## src/rtl/spi_cfg_master.sv

```systemverilog
// Two-requester SPI sequencer for the config register bank: round-robin grant,
// 16-bit {rw, addr, data} frame out on cs/pico, read byte captured from poci.
module spi_cfg_master #(
  parameter int unsigned CS_GAP = 2,
  parameter int unsigned ADDR_W = 7
) (
  input  logic              spi_clk,
  input  logic              rstn,
  input  logic [1:0]        req,
  input  logic [ADDR_W-1:0] req0_addr,
  input  logic [ADDR_W-1:0] req1_addr,
  input  logic [7:0]        req0_wdata,
  input  logic [7:0]        req1_wdata,
  input  logic              req0_is_write,
  input  logic              req1_is_write,
  output logic [1:0]        gnt,
  output logic [1:0]        done,
  output logic [7:0]        rdata,
  output logic              busy,
  output logic              cs,
  output logic              pico,
  input  logic              poci
);

  typedef enum logic [1:0] {StIdle, StAddr, StData, StGap} state_e;

  state_e      state_q, state_d;
  logic [3:0]  bit_cnt_q, bit_cnt_d;
  logic [3:0]  gap_cnt_q, gap_cnt_d;
  logic [16:0] sh_q, sh_d;
  logic [6:0]  rx_q, rx_d;
  logic [1:0]  gnt_q, gnt_d;
  logic [1:0]  done_q, done_d;
  logic [7:0]  rdata_q, rdata_d;
  logic        busy_q, busy_d;
  logic        cs_q, cs_d;
  logic        last_q, last_d;
  logic        is_write_q, is_write_d;
  logic        winner_q, winner_d;

  logic        grant_ok;
  logic        win;
  logic        win_wr;
  logic [6:0]  win_addr;
  logic [7:0]  win_wdata;
  logic        gap_last;

  assign gap_last = (gap_cnt_q == 4'(CS_GAP - 1));

  // Both requesting: whoever was not served last goes next.
  always_comb begin
    win       = (req == 2'b11) ? ~last_q : req[1];
    win_wr    = win ? req1_is_write : req0_is_write;
    win_addr  = win ? 7'(req1_addr) : 7'(req0_addr);
    win_wdata = win ? req1_wdata : req0_wdata;
  end

  always_comb begin
    state_d    = state_q;
    bit_cnt_d  = bit_cnt_q;
    gap_cnt_d  = gap_cnt_q;
    sh_d       = sh_q;
    rx_d       = rx_q;
    gnt_d      = 2'b00;
    done_d     = 2'b00;
    rdata_d    = rdata_q;
    busy_d     = busy_q;
    last_d     = last_q;
    is_write_d = is_write_q;
    winner_d   = winner_q;
    grant_ok   = 1'b0;

    unique case (state_q)
      StIdle: begin
        if (gnt_q != 2'b00) begin
          state_d   = StAddr;
          bit_cnt_d = 4'd0;
          sh_d      = {sh_q[15:0], 1'b0};
        end else begin
          grant_ok = 1'b1;
        end
      end
      StAddr: begin
        sh_d      = {sh_q[15:0], 1'b0};
        bit_cnt_d = bit_cnt_q + 4'd1;
        if (bit_cnt_q == 4'd7) state_d = StData;
      end
      StData: begin
        sh_d = {sh_q[15:0], 1'b0};
        rx_d = {rx_q[5:0], poci};
        if (bit_cnt_q == 4'd15) begin
          state_d   = StGap;
          gap_cnt_d = 4'd0;
          done_d    = winner_q ? 2'b10 : 2'b01;
          rdata_d   = is_write_q ? 8'h00 : {rx_q, poci};
        end else begin
          bit_cnt_d = bit_cnt_q + 4'd1;
        end
      end
      StGap: begin
        if (gap_last) begin
          state_d  = StIdle;
          busy_d   = 1'b0;
          grant_ok = 1'b1;
        end else begin
          gap_cnt_d = gap_cnt_q + 4'd1;
        end
      end
    endcase

    // Grant is registered; sh bit 16 is a pad so pico stays 0 in the gnt cycle.
    if (grant_ok && (req != 2'b00)) begin
      gnt_d      = win ? 2'b10 : 2'b01;
      busy_d     = 1'b1;
      last_d     = win;
      winner_d   = win;
      is_write_d = win_wr;
      sh_d       = {1'b0, win_wr, win_addr, win_wr ? win_wdata : 8'h00};
    end

    cs_d = (state_d == StAddr) || (state_d == StData);
  end

  always_ff @(posedge spi_clk or negedge rstn) begin
    if (!rstn) begin
      state_q    <= StIdle;
      bit_cnt_q  <= 4'd0;
      gap_cnt_q  <= 4'd0;
      sh_q       <= '0;
      rx_q       <= '0;
      gnt_q      <= 2'b00;
      done_q     <= 2'b00;
      rdata_q    <= 8'h00;
      busy_q     <= 1'b0;
      cs_q       <= 1'b0;
      last_q     <= 1'b1;
      is_write_q <= 1'b0;
      winner_q   <= 1'b0;
    end else begin
      state_q    <= state_d;
      bit_cnt_q  <= bit_cnt_d;
      gap_cnt_q  <= gap_cnt_d;
      sh_q       <= sh_d;
      rx_q       <= rx_d;
      gnt_q      <= gnt_d;
      done_q     <= done_d;
      rdata_q    <= rdata_d;
      busy_q     <= busy_d;
      cs_q       <= cs_d;
      last_q     <= last_d;
      is_write_q <= is_write_d;
      winner_q   <= winner_d;
    end
  end

  assign gnt   = gnt_q;
  assign done  = done_q;
  assign rdata = rdata_q;
  assign busy  = busy_q;
  assign cs    = cs_q;
  assign pico  = sh_q[16];

endmodule

```

## config.mk

```make
export PLATFORM = sky130hd
export DESIGN_NAME = spi_cfg_master
export DESIGN_NICKNAME = d
export VERILOG_FILES = /design/src/rtl/spi_cfg_master.sv
export SDC_FILE = /design/constraint.sdc
export NUM_CORES = 1
export LEC_CHECK = 0
export CELL_PAD_IN_SITES_DETAIL_PLACEMENT = 2
export CELL_PAD_IN_SITES_GLOBAL_PLACEMENT = 2
export CORE_MARGIN = 3
export CORE_UTILIZATION = 35
export CTS_CLUSTER_DIAMETER = 60
export CTS_CLUSTER_SIZE = 14
export DETAILED_ROUTE_END_ITERATION = 7
export PLACE_DENSITY = 0.95
export RECOVER_POWER = 50
export SLEW_MARGIN = 40
export SYNTH_ARGS = -nofsm -noshare
export SYNTH_HDL_FRONTEND = slang
export SYNTH_SLANG_ARGS = --single-unit
```

## constraint.sdc

```tcl
create_clock -name spi_clk -period 3.45 [get_ports spi_clk]
set_clock_uncertainty 0.2 [all_clocks]
set_input_delay 0.5175 -clock spi_clk [delete_from_list [all_inputs] [get_ports spi_clk]]
set_output_delay 0.5175 -clock spi_clk [all_outputs]
set_load 0.1 [all_outputs]
```

==> out/qor.yml, run 1 <==
synth:
  synth_ff_type: "dfrtp_1"
  yosysTopAreaCellShare_pct: 48.4
  ys_async_sr_fraction_pct: 100
  avgSynthCellArea_um2: 10.9
  syn-cell-area_um2: 2590
  ys_top_cells_by_area: "dfrtp_1 (48%), mux2i_1 (10%), ha_1 (4.4%)"
  yosys_warnings: 0
  netlist_instances: 238
  ys_ff_latch: 51
  ys_types: 39
  synth_commonest_cells: "dfrtp_1 (50), mux2i_1 (26), nand2_1 (19)"
  synth-edff-count: 0
  syn_nets: 284
  synthMostInstantiatedCell: "dfrtp_1"
  synth_top_area_cell: "dfrtp_1"
  yosysSeqAreaShare_pct: 49.4
cells_and_area:
  antenna_cells: 0
  drive_gt1_share_pct: 14.4
  fill_cells: 766
  area_growth_pct: 23.6
  regArea_um2: 1280
  multi_input_area_um2: 1230
  finalNetCount: 336
global_route:
  grt_pass1_wl_um: 11700
  first_global_vias: 2277
  grtUsageTotal_pct: 17.5
  grt_max_degree: 29
  antenna_found_initial: 0
  grt_remaining_overflow: 0
sta:
  finalSetupTns_ns: 0
  slew_headroom_pct: -1.69
  period_share_pct: 79.7
  finalMaxSlewViolations: 29
  worst_slack_ns: 0.702
  max_freq_ghz: 0.364
  final-hold-violation-count: 0
  worstMarginPinSlew_ns: 1.53
  rsz0062_at_grt: "no"
  fin_crit_ns: 2.75
  setup_viol: 0
floorplanning:
  initial_core_util_pct: 37.1
  die_h_um: 92.0
  dieWidth_um: 92.0
  die-area_um2: 8460
  io_pins: 52
  core_area_um2: 6980
  rows: 30
clocking:
  clk_pin_slew_ns: 0.10
  worst_skew_pair.late_latency_ns: 0.30
  cts_inserted_buffers: 5
  postCtsHoldBufs: 0
  ctsResizeCount: 0
  cts_tree: "done"
  htreeDepth: 2
  cts_max_path_buffers: 2
  cts.sinks: 51
  cts-root-buf: "clkbuf_8"
  post_cts_buffers: 0
power_and_ir_drop:
  ir_worst_vdd_mv: 0.237
  p_leak_nw: 1.44
  powerDensity_nw_per_um2: 684
setup_path:
  arrival_ns: 2.79
  end_kind: "register"
  r2r_slack_ns: 0.70
  reg2reg_depth: 7
  rr_endpoint: "bit_cnt_q[3]"
  crit_required_ns: 3.49
  worstSetupStartpointType: "register"
  worstSetupPathType: "reg -> reg"
  crit_fanout: 21
  r2r-start: "state_q[0]"
placed_design:
  gp_congestion: 0.793
  io_buffer_count: 51
  dp_slack_ns: 0.727
  post-dp-hpwl_um: 5310
routing:
  routed-via-count: 1999
  first_pass_iters: 4
  vias_per_cell: 5.17
  drt-total-wl_um: 6900
  drc_errors: 0
  wl_per_cell_um: 17.8
  antenna_left: 0
  drt_iter0_markers: 48
worst_hold_path:
  hold_depth: 1
  hp-start: "winner_q"
  min_to: "done[0]"
  hold_class: "reg -> reg"
run_status:
  status: "complete, but fails checks"
  violations: "max-capacitance violations, max-slew violations"
flow_run:
  cap_violations: 1
## cell families after synthesis
kind of cell,share of synthesized area [%]
buffers and inverters,3.58
adder cells (fa/ha/maj),4.35
AO/OA/AOI/OAI,13.2
XOR/XNOR,1.02
multiplexers,13.1
flip-flops,49.4
AND/OR/NAND/NOR,15.4
## final cells by class
cell class / instances / area share (%)
multi-input combinational: 170 / 38.6
tap: 96 / 3.75
clock buffer: 5 / 2.15
clock inverter: 3 / 0.626
sequential: 51 / 39.9
timing repair buffer: 56 / 14.3
inverter: 6 / 0.704
## sequential cells by signal (all words and copies together), names as in the netlist
| name | count |
|---|---|
| bit_cnt_q | 4 |
| busy | 1 |
| cs | 1 |
| done | 2 |
| gap_cnt_q | 4 |
| gnt | 2 |
| is_write_q | 1 |
| last_q | 1 |
| rdata | 8 |
| rx_q | 7 |
| sh_q | 17 |
| state_q | 2 |
| winner_q | 1 |
## placed cells by master (no fill, tap or decap), types with 5 or more instances in the layout
cell type / Yosys / routed
nand2b_1: 12 / 12
mux2i_1: 26 / 25
inv_1: 6 / 6
a211oi_1: 9 / 8
o21ai_2: 7 / 8
mux2_2: 7 / 7
buf_2: 2 / 7
a21oi_1: 8 / 8
clkbuf_1: 3 / 9
o21ai_0: 18 / 17
buf_4: 3 / 5
ha_1: 9 / 9
or3_1: 7 / 7
clkbuf_8: 0 / 5
nor2b_1: 8 / 8
nor2_1: 13 / 13
nand2_1: 19 / 19
dfrtp_1: 50 / 50
clkdlybuf4s50_1: 0 / 35
## critical path, stage by stage, from the launching register on
cell	delay, ns
dfrtp_1	0.45
inv_1	0.13
ha_1	0.42
nand4_1	0.18
buf_4	0.25
nand3b_1	0.25
or4b_2	0.69
nand3_1	0.11
## metrics by stage
step,hold slack (ns),std cells,power (W),cell area (um^2),utilization [%]
6_report,0.255,387,0.00219,3200,45.8
5_1_grt,0.263,387,0.00235,3200,45.8
4_1_cts,0.0368,387,0.00223,3220,46.1
3_5_place_dp,0.247,379,0.00186,3130,44.9
3_3_place_gp,0.208,379,0.00177,3180,45.5
2_1_floorplan,0.0219,238,0.00159,2590,-
## power by group
part	switching, W	internal [W]	total, W
clock network	0.000206	0.000142	0.000348
logic	0.000605	0.000376	0.000982
registers	0.000113	0.000744	0.000857
## worst max path at each step
| stage | start | end | slack (ns) | depth (start not counted) |
|---|---|---|---|---|
| 2_1_floorplan | gnt[1] | bit_cnt_q[3] | 1.06 | 4 |
| 3_3_place_gp | state_q[0] | bit_cnt_q[3] | 0.92 | 7 |
| 3_5_place_dp | state_q[0] | bit_cnt_q[3] | 0.73 | 7 |
| 4_1_cts | state_q[0] | bit_cnt_q[3] | 0.68 | 7 |
| 5_1_grt | rstn | sh_q[13] | 0.30 | 2 |
| 6_report | state_q[0] | bit_cnt_q[3] | 0.70 | 7 |
## routing by layer
| layer | GRT usage (%) | share of wire, % |
|---|---|---|
| met4 | 3.09 | 1.0 |
| met2 | 33.2 | 56 |
| met1 | 20.5 | 39 |
| met3 | 3.36 | 4.1 |
| met5 | 0 | 0 |
No activity file was read; power rests on OpenSTA's default activity.
==> inputs of run 2 (changes only) <==
--- a/config.mk
+++ b/config.mk
@@ -8,11 +8,11 @@
 export CELL_PAD_IN_SITES_DETAIL_PLACEMENT = 2
 export CELL_PAD_IN_SITES_GLOBAL_PLACEMENT = 2
 export CORE_MARGIN = 3
-export CORE_UTILIZATION = 35
+export CORE_UTILIZATION = 29
 export CTS_CLUSTER_DIAMETER = 60
 export CTS_CLUSTER_SIZE = 14
 export DETAILED_ROUTE_END_ITERATION = 7
-export PLACE_DENSITY = 0.95
+export PLACE_DENSITY = 0.86
 export RECOVER_POWER = 50
 export SLEW_MARGIN = 40
 export SYNTH_ARGS = -nofsm -noshare
==> constraint.sdc (replaced) <==
create_clock -name spi_clk -period 2.41 [get_ports spi_clk]
set_clock_uncertainty 0.2 [all_clocks]
set_input_delay 0.3615 -clock spi_clk [delete_from_list [all_inputs] [get_ports spi_clk]]
set_output_delay 0.3615 -clock spi_clk [all_outputs]
set_load 0.1 [all_outputs]
==> out/qor.yml, run 2 (same netlist as run 1, synthesis figures left out) <==
floorplanning:
  rows: 33
  die_h_um: 100
  initial_core_util_pct: 30.7
  io_pins: 52
  dieWidth_um: 100
  core_area_um2: 8420
  die-area_um2: 10100
clocking:
  cts_max_path_buffers: 2
  htreeDepth: 2
  cts_inserted_buffers: 5
  clk_pin_slew_ns: 0.10
  worst_skew_pair.late_latency_ns: 0.30
  cts-root-buf: "clkbuf_8"
  cts.sinks: 51
  cts_tree: "done"
global_route:
  grt_pass1_wl_um: 11100
  grtUsageTotal_pct: 13.7
  grt_max_degree: 52
  antenna_found_initial: 0
  grt_remaining_overflow: 0
  first_global_vias: 2219
cells_and_area:
  final_cell_mix: "dfrtp_1 (50), clkdlybuf4s50_1 (35), mux2i_1 (26)"
  fill_cells: 924
  antenna_cells: 0
  final_util_pct: 40.4
  finalNetCount: 347
  largest_register_ffs: 17
  final_common_cell: "dfrtp_1"
  drive_gt1_share_pct: 20.9
  top_register: "sh_q"
  instances_no_fill: 406
  area_growth_pct: 31.4
power_and_ir_drop:
  pwr-share-seq_pct: 35.9
  total_power_w: 0.00338
  ir_worst_vdd_mv: 0.326
  powerDensity_nw_per_um2: 994
  p_leak_nw: 1.54
  clock_power_share_pct: 17.7
  p_sw_w: 0.00133
  cell_internal_pwr_w: 0.00205
  p_sw_share_pct: 39.5
  combinationalPowerShare_pct: 46.4
sta:
  finalMaxSlewViolations: 0
  final-hold-violation-count: 0
  slew_headroom_pct: 14.8
  whs_ns: 0.241
  worstMarginPinSlew_ns: 1.28
  max_freq_ghz: 0.433
  rsz0062_at_grt: "no"
  period_share_pct: 95.8
  worst_slack_ns: 0.101
  setup_viol: 0
  fin_crit_ns: 2.31
routing:
  antenna_left: 0
  first_pass_iters: 4
  routed-via-count: 1995
  wl_per_cell_um: 16.5
  drc_errors: 0
  drt_iter0_markers: 41
  vias_per_cell: 4.91
  drt-total-wl_um: 6720
placed_design:
  io_buffer_count: 51
  place_inst: 396
  gp_congestion: 0.725
  dp_slack_ns: -0.0482
  post-dp-hpwl_um: 4940
run_status:
  status: "finished clean"
worst_hold_path:
  hold_class: "reg -> reg"
setup_path:
  crit_required_ns: 2.45
  arrival_ns: 2.35
  worstSetupStartpointType: "register"
  crit_fanout: 8
  worstSetupPathType: "reg -> reg"
  r2r_slack_ns: 0.10
  end_kind: "register"
flow_run:
  cap_violations: 0
-- run 2: cell count changes in the layout (fill, tap and decap cells not counted), sizes merged --
cell	previous run	this run
bufinv	0	1
clkinvlp	2	1
clkinv	1	0
a211o	2	3
buf	12	24
clkbuf	14	11
dlygate4sd3	0	1
-- run 2: per-stage QoR --
stage | cell area [um^2] | TNS [ns]
6_report | 3400 | 0
5_1_grt | 3400 | 0
4_1_cts | 3420 | 0
3_5_place_dp | 3260 | -0.0708
3_3_place_gp | 3260 | 0
2_1_floorplan | 2590 | 0
-- run 2: timing repair --
action / in CTS / in global routing
endpoints found under the setup margin: 7 / 14
hold endpoints to repair: 50 / 0
buffers inserted: 1 / 0
cloned: 1 / 0
gates resized for setup: 1 / 6
hold buffers: 1 / 0
pin swaps: 1 / 0
-- run 2: final timing paths --
check	startpoint	cells past startpoint	end
worst min-delay path	winner_q	1	done[0]
worst max-delay path	state_q[1]	6	sh_q[7]
max in group asynchronous	rstn	3	sh_q[2]
worst max register to register	state_q[1]	6	sh_q[7]
min in group asynchronous	rstn	3	done[0]
worst min register to register	winner_q	1	done[0]
-- run 2: cell type report --
type / instances / area [um^2] / share of cell area [%]
Tap cell: 105 / 131 / 3.86
Sequential cell: 51 / 1280 / 37.6
Clock inverter: 2 / 37.5 / 1.10
Clock buffer: 5 / 68.8 / 2.02
Multi-Input combinational cell: 171 / 1260 / 37.1
Timing Repair Buffer: 66 / 599 / 17.6
Inverter: 6 / 22.5 / 0.662
-- run 2: metal layers --
metal | routed length [um] | track usage [%]
met5 | 0 | 0
met4 | 52 | 3.11
met3 | 295 | 2.98
met2 | 3490 | 25.2
met1 | 2880 | 16.3
-- run 2: critical path, cell delays in order, from the launching register on --
cell and delay, ns:
dfrtp_1 0.41, inv_2 0.10, ha_2 0.20, or3b_4 0.44, a211o_4 0.40, or3_1 0.42
o21ai_2 0.08
-- run 2: power groups by stage --
stage | Clock, W | Combinational [W] | Sequential, W
after floorplan | 0 | 0.000906 | 0.00136
after global placement | 0 | 0.00142 | 0.00121
after detailed placement | 0 | 0.00152 | 0.00123
after CTS | 0.000621 | 0.00158 | 0.00122
after global routing | 0.000650 | 0.00172 | 0.00124
final | 0.000597 | 0.00157 | 0.00121
